File: src/rtl/masked_hpc2_mul_pipe_pkg.sv
// Shared helpers for the masked HPC2 multiplier: share/randomness indexing and GF(2^n) multiply.
// Field widths up to MAX_FIELD_WIDTH are supported by generic_mul.
package masked_hpc2_mul_pipe_pkg;

    localparam int MUL_PIPE_LATENCY = 2;
    localparam int MAX_FIELD_WIDTH  = 8;

    typedef logic [MAX_FIELD_WIDTH-1:0] gf_word_t;
    typedef logic [MAX_FIELD_WIDTH:0]   gf_poly_t;

    // One fresh random element per unordered share pair (i,j).
    function automatic int num_quad(input int d);
        return (d * (d - 1)) / 2;
    endfunction

    function automatic int qindex(input int i, input int j, input int d);
        int lo;
        int hi;
        lo = (i < j) ? i : j;
        hi = (i < j) ? j : i;
        return lo * d - (lo * (lo + 1)) / 2 + (hi - lo - 1);
    endfunction

    // Maps slot s (0..d-2) of share i onto the partner share index j != i.
    function automatic int other_share(input int i, input int slot);
        return (slot < i) ? slot : slot + 1;
    endfunction

    function automatic gf_poly_t field_poly(input int width);
        case (width)
            1:       return 9'h003;
            2:       return 9'h007;
            3:       return 9'h00B;
            4:       return 9'h013;
            5:       return 9'h025;
            6:       return 9'h043;
            7:       return 9'h083;
            default: return 9'h11B;
        endcase
    endfunction

    // Shift-and-add multiply with reduction each step; width 1 degenerates to AND.
    function automatic gf_word_t generic_mul(input gf_word_t x, input gf_word_t y, input int width);
        gf_poly_t shifted;
        gf_poly_t poly;
        gf_word_t acc;
        poly    = field_poly(width);
        shifted = {1'b0, x};
        acc     = '0;
        for (int k = 0; k < MAX_FIELD_WIDTH; k++) begin
            if (k < width) begin
                if (y[k]) begin
                    acc = acc ^ shifted[MAX_FIELD_WIDTH-1:0];
                end
                shifted = shifted << 1;
                if ((shifted >> width) != '0) begin
                    shifted = shifted ^ poly;
                end
            end
        end
        return acc;
    endfunction

endpackage

File: src/rtl/masked_hpc2_lane.sv
// One lane of the HPC2 multiplier: stage-1 operand/refresh registers and stage-2 partial products.
// Each register bank only toggles when its enable is asserted, so idle cycles leak no share transitions.
module masked_hpc2_lane
    import masked_hpc2_mul_pipe_pkg::*;
#(
    parameter int  NUM_SHARES = 2,
    parameter int  BIT_WIDTH  = 2,
    localparam int NUM_QUAD   = num_quad(NUM_SHARES)
) (
    input  logic                            clock,
    input  logic                            reset,
    input  logic                            en1,
    input  logic                            en2,
    input  logic [NUM_SHARES*BIT_WIDTH-1:0] a,
    input  logic [NUM_SHARES*BIT_WIDTH-1:0] b,
    input  logic [NUM_QUAD*BIT_WIDTH-1:0]   r,
    output logic [NUM_SHARES*BIT_WIDTH-1:0] c
);

    logic [NUM_SHARES-1:0][BIT_WIDTH-1:0] a_sh;
    logic [NUM_SHARES-1:0][BIT_WIDTH-1:0] b_sh;
    logic [NUM_QUAD-1:0][BIT_WIDTH-1:0]   r_sh;
    logic [NUM_SHARES-1:0][BIT_WIDTH-1:0] a1;
    logic [NUM_SHARES-1:0][BIT_WIDTH-1:0] b1;
    logic [NUM_QUAD-1:0][BIT_WIDTH-1:0]   r1;
    logic [NUM_SHARES-1:0][NUM_SHARES-2:0][BIT_WIDTH-1:0] vb_next;
    logic [NUM_SHARES-1:0][NUM_SHARES-2:0][BIT_WIDTH-1:0] vb1;
    logic [NUM_SHARES-1:0][NUM_SHARES-1:0][BIT_WIDTH-1:0] m_next;
    logic [NUM_SHARES-1:0][NUM_SHARES-1:0][BIT_WIDTH-1:0] m2;
    logic [NUM_SHARES-1:0][NUM_SHARES-2:0][BIT_WIDTH-1:0] w_next;
    logic [NUM_SHARES-1:0][NUM_SHARES-2:0][BIT_WIDTH-1:0] w2;
    logic [NUM_SHARES-1:0][BIT_WIDTH-1:0] c_sh;

    assign a_sh = a;
    assign b_sh = b;
    assign r_sh = r;
    assign c    = c_sh;

    // Cross-domain B shares are only refreshed here; they meet A after the stage-1 register.
    always_comb begin
        vb_next = '0;
        for (int i = 0; i < NUM_SHARES; i++) begin
            for (int s = 0; s < NUM_SHARES - 1; s++) begin
                vb_next[i][s] = b_sh[other_share(i, s)]
                              ^ r_sh[qindex(i, other_share(i, s), NUM_SHARES)];
            end
        end
    end

    always_ff @(posedge clock or posedge reset) begin
        if (reset) begin
            a1  <= '0;
            b1  <= '0;
            r1  <= '0;
            vb1 <= '0;
        end else if (en1) begin
            a1  <= a_sh;
            b1  <= b_sh;
            r1  <= r_sh;
            vb1 <= vb_next;
        end
    end

    // The ~a*r terms cancel pairwise with the r refresh folded into vb1 once shares are summed.
    always_comb begin
        gf_word_t                 prod;
        logic [BIT_WIDTH-1:0]     a_inv;
        m_next = '0;
        w_next = '0;
        prod   = '0;
        a_inv  = '0;
        for (int i = 0; i < NUM_SHARES; i++) begin
            prod         = generic_mul(gf_word_t'(a1[i]), gf_word_t'(b1[i]), BIT_WIDTH);
            m_next[i][i] = prod[BIT_WIDTH-1:0];
            a_inv        = ~a1[i];
            for (int s = 0; s < NUM_SHARES - 1; s++) begin
                prod = generic_mul(gf_word_t'(a1[i]), gf_word_t'(vb1[i][s]), BIT_WIDTH);
                m_next[i][other_share(i, s)] = prod[BIT_WIDTH-1:0];
                prod = generic_mul(gf_word_t'(a_inv),
                                   gf_word_t'(r1[qindex(i, other_share(i, s), NUM_SHARES)]),
                                   BIT_WIDTH);
                w_next[i][s] = prod[BIT_WIDTH-1:0];
            end
        end
    end

    always_ff @(posedge clock or posedge reset) begin
        if (reset) begin
            m2 <= '0;
            w2 <= '0;
        end else if (en2) begin
            m2 <= m_next;
            w2 <= w_next;
        end
    end

    // Output compression reads registered partial products only, so no glitchy recombination.
    always_comb begin
        c_sh = '0;
        for (int i = 0; i < NUM_SHARES; i++) begin
            for (int j = 0; j < NUM_SHARES; j++) begin
                c_sh[i] = c_sh[i] ^ m2[i][j];
            end
            for (int s = 0; s < NUM_SHARES - 1; s++) begin
                c_sh[i] = c_sh[i] ^ w2[i][s];
            end
        end
    end

endmodule

File: src/rtl/masked_hpc2_mul_pipe.sv
// Flow-controlled multi-lane masked HPC2 multiplier: a two-stage pipeline behind one valid/ready pair.
// The top owns the stage valid flags and the handshake; lanes only see clock enables.
module masked_hpc2_mul_pipe
    import masked_hpc2_mul_pipe_pkg::*;
#(
    parameter int  NUM_SHARES = 2,
    parameter int  BIT_WIDTH  = 2,
    parameter int  NUM_LANES  = 1,
    localparam int NUM_QUAD   = num_quad(NUM_SHARES)
) (
    input  logic                                      in_clock,
    input  logic                                      in_reset,
    input  logic                                      in_valid,
    output logic                                      in_ready,
    input  logic [NUM_LANES*NUM_SHARES*BIT_WIDTH-1:0] in_a,
    input  logic [NUM_LANES*NUM_SHARES*BIT_WIDTH-1:0] in_b,
    input  logic [NUM_LANES*NUM_QUAD*BIT_WIDTH-1:0]   in_r,
    input  logic                                      in_r_valid,
    output logic                                      out_r_take,
    output logic                                      out_valid,
    input  logic                                      out_ready,
    output logic [NUM_LANES*NUM_SHARES*BIT_WIDTH-1:0] out_c
);

    localparam int LANE_W = NUM_SHARES * BIT_WIDTH;
    localparam int RAND_W = NUM_QUAD * BIT_WIDTH;

    logic v1;
    logic v2;
    logic adv1;
    logic adv2;
    logic accept;
    logic load2;

    // Ready is a function of pipeline occupancy only, never of the incoming valids.
    assign adv2       = ~v2 | out_ready;
    assign adv1       = ~v1 | adv2;
    assign in_ready   = adv1 & ~in_reset;
    assign accept     = in_valid & in_r_valid & in_ready;
    assign load2      = v1 & adv2;
    assign out_r_take = accept;
    assign out_valid  = v2;

    always_ff @(posedge in_clock or posedge in_reset) begin
        if (in_reset) begin
            v1 <= 1'b0;
            v2 <= 1'b0;
        end else begin
            if (adv2) begin
                v2 <= v1;
            end
            if (adv1) begin
                v1 <= accept;
            end
        end
    end

    for (genvar l = 0; l < NUM_LANES; l++) begin : g_lane
        masked_hpc2_lane #(
            .NUM_SHARES (NUM_SHARES),
            .BIT_WIDTH  (BIT_WIDTH)
        ) u_lane (
            .clock (in_clock),
            .reset (in_reset),
            .en1   (accept),
            .en2   (load2),
            .a     (in_a[l*LANE_W +: LANE_W]),
            .b     (in_b[l*LANE_W +: LANE_W]),
            .r     (in_r[l*RAND_W +: RAND_W]),
            .c     (out_c[l*LANE_W +: LANE_W])
        );
    end

endmodule

File: config.mk
export PLATFORM = sky130hd
export DESIGN_NAME = masked_hpc2_mul_pipe
export DESIGN_NICKNAME = d
export VERILOG_FILES = /design/src/rtl/masked_hpc2_mul_pipe_pkg.sv /design/src/rtl/masked_hpc2_lane.sv /design/src/rtl/masked_hpc2_mul_pipe.sv
export SDC_FILE = /design/constraint.sdc
export NUM_CORES = 1
export LEC_CHECK = 0
export CORE_MARGIN = 10
export CORE_UTILIZATION = 56
export CTS_BUF_LIST = sky130_fd_sc_hd__clkbuf_8
export CTS_CLUSTER_DIAMETER = 120
export DETAILED_ROUTE_END_ITERATION = 16
export HOLD_SLACK_MARGIN = 0.15
export MAX_ROUTING_LAYER = met4
export PLACE_DENSITY = 0.82
export REMOVE_ABC_BUFFERS = 1
export SYNTH_ARGS = -nofsm -noshare
export SYNTH_HDL_FRONTEND = slang
export SYNTH_SLANG_ARGS = --single-unit
File: constraint.sdc
create_clock -name in_clock -period 1.6 [get_ports in_clock]
set_input_delay 0.32 -clock in_clock [delete_from_list [all_inputs] [get_ports in_clock]]
set_output_delay 0.32 -clock in_clock [all_outputs]
set_load 0.02 [all_outputs]
==> out/metrics.yaml <==
outcome:
  status: "finished, violations left"
  violations: "setup timing"
cells_and_area:
  final_cell_mix: "28 x dfrtp_1, 22 x nand2_1, 17 x xnor2_1"
  register_area_um2: 701
  final_layout_size_suffix_gt1_share_pct: 23.5
  fillers: 188
  syn2layout_area_growth_pct: 20.9
  multi_input_area_um2: 746
  antenna_cells: 0
  fin_area_um2: 1810
  fin_util_pct: 71.8
  num-nets-final: 182
  stdcell_count: 196
  layout_commonest_cell: "dfrtp_1"
setup_path:
  reg2reg_to: "g_lane[0].u_lane.vb1[1]"
  startpoint: "out_valid"
  worstSetupStartpointType: "register"
  crit_end: "out_r_take"
  rr_worst_depth: 5
  reg2reg_from: "out_valid"
  regToRegSetupSlack_ps: 30
  worstPathMaxFanout: 2
  cp.required_ps: 1280
  critical_path_class: "reg -> out"
  crit_path_end_kind: "output port"
  arrival_ps: 1290
logic_synthesis:
  avgSynthCellArea_um2: 10.8
  muxShareOfSynthArea_pct: 13.9
  yosysWarnings: 0
  synth-edff-count: 0
  synth_cell_types: 25
  synthTopCellsByArea: "dfrtp_1 47%, xnor2_1 11%, mux2_4 8.0%"
  synth-simple-area-share_pct: 14.4
  yosysTopAreaCell: "dfrtp_1"
  postSynthCellCount: 139
  synth_compound_area_share_pct: 7.43
  synth_top_family_by_area: "simple AND/OR/NAND/NOR gates"
  synth_sequential_area_ratio_pct: 46.7
  synth_xor_area_share_pct: 13.4
  ys_ff_latch: 28
  ys.flop_type: "dfrtp_1"
  synth_top_area_share_pct: 46.7
  netlist_area_um2: 1500
  synthAdderAreaFrac_pct: 0
  synthArstFlopShare_pct: 100
floorplan:
  boundaryPins: 22
  initial_utilization_pct: 59.4
  rows: 18
  coreArea_um2: 2520
  die_w_um: 71.7
  fp.dieH_um: 71.7
  dieArea_um2: 5150
clocking:
  cts_tree: "built"
  clock_latency_ps: 270
  cts-root-buf: "clkbuf_8"
  ctsHoldBuffers: 0
  clk_pin_slew_worst_paths_ps: 90
  cts.htree.levels: 1
  cts_num_sinks: 28
  post_cts_buffers: 0
  max-clock-path-buffers: 2
  cts_inserted_buffers: 3
detailed_routing:
  vias: 1013
  wirelength_um: 2830
  route.detailed.drc: 0
  viasPerCell: 5.17
  drtAntennaViolNets: 0
  drtIter0Drc: 16
  drt-wirelength-per-cell_um: 14.4
  drtPass1Iterations: 4
sta:
  holdWs_ps: 461
  setup_slack_ps: -8.60
  tns_ps: -8.60
  setup_viol: 1
  hold_viol: 0
  fin_crit_sh_pct: 101
  rsz0062_at_grt: "true"
  fmax_ghz: 0.622
  fin_worst_skew_ps: 5.57
  drv_slew: 0
  min_period_ps: 1610
  max-slew-margin-rel_pct: 76.5
  worst_pin_slew_ps: 353
global_routing:
  grt_max_degree: 29
  grt-ovfl-total: 0
  antenna_found_initial: 0
  track_usage_pct: 12.2
  grt_pass1_vias: 1085
  grt_pass1_wl_um: 4990
placement:
  place_area_um2: 1770
  preCtsSetupSlack_ps: -622
  gp_congestion: 0.788
  place_hpwl_um: 2260
  numPortBuffers: 21
  dp_cells: 192
power_and_ir_drop:
  power_density_nw_per_um2: 1390
  max-vdd-ir-drop_mv: 0.983
  power.total_mw: 2.52
  leakagePower_nw: 0.805
min_path:
  hold_class: "in -> async"
job:
  max_cap_violations: 0
[cell usage after synthesis, types with 4 or more instances]
library cell  number
clkbuf_1           4
nor2b_1            5
xor2_1             5
a21oi_1            6
nand2b_1           5
o21ai_0           10
mux2_2             7
mux2_4             8
nor2_1             5
dfrtp_1           28
xnor2_1           18
nand2_1           22
[critical path: stages, from the launching register on]
cell and delay (ps):
dfrtp_1 400, nor2b_4 140, a21oi_2 140, and3_4 220, buf_6 120
[cell type report]
cell class | count | area share, %
clock buffers | 4 | 3.04
flip-flops and latches | 28 | 38.7
well taps | 30 | 2.07
inverters | 1 | 0.207
repair buffers | 31 | 14.8
multi-input cells | 102 | 41.2
[where the power goes]
group / switching, mW / total [mW] / internal (mW)
Clock: 0.210 / 0.431 / 0.220
Combinational: 0.460 / 0.987 / 0.527
Sequential: 0.207 / 1.11 / 0.898
[flip-flops by register name, summed over array words and instances (netlist names)]
register and cells:
v1 1, g_lane.u_lane.b1 4, g_lane.u_lane.vb1 4, g_lane.u_lane.r1 2, out_valid 1, g_lane.u_lane.m2 8, g_lane.u_lane.w2 4, g_lane.u_lane.a1 4
[what timing repair did]
action / in CTS / in global routing
resized for setup: 27 / 4
endpoints found under the hold margin: 0 / 0
pin swaps: 2 / 0
setup endpoints to repair: 21 / 16
[metal layers]
layer / vias up / wire [um] / track usage, %
met2: 17 / 1450 / 20.8
met1: 478 / 1230 / 13.5
met5: - / 0 / -
met4: 0 / 52 / 5.38
met3: 6 / 92 / 2.34
li1: 512 / - / -
[kinds of logic after synthesis]
family,after synthesis
buf+inv,9
xor+xnor,23
mux,16
flops,28
simple gates,43
compound gates,20
[worst min path at each step]
stage	startpoint	slack, ps	end	cells past startpoint
after detailed placement	g_lane[0].u_lane.m2[3]	490	g_lane[0].u_lane.m2[3]	2
after CTS	in_reset	470	g_lane[0].u_lane.vb1[1]	3
after global routing	in_reset	500	g_lane[0].u_lane.vb1[0]	3
after global placement	g_lane[0].u_lane.m2[7]	480	g_lane[0].u_lane.m2[7]	1
after floorplan	in_reset	390	g_lane[0].u_lane.a1[0]	1
final	in_reset	460	g_lane[0].u_lane.a1[1]	3
Note: power is estimated with default switching activity, not from simulation.
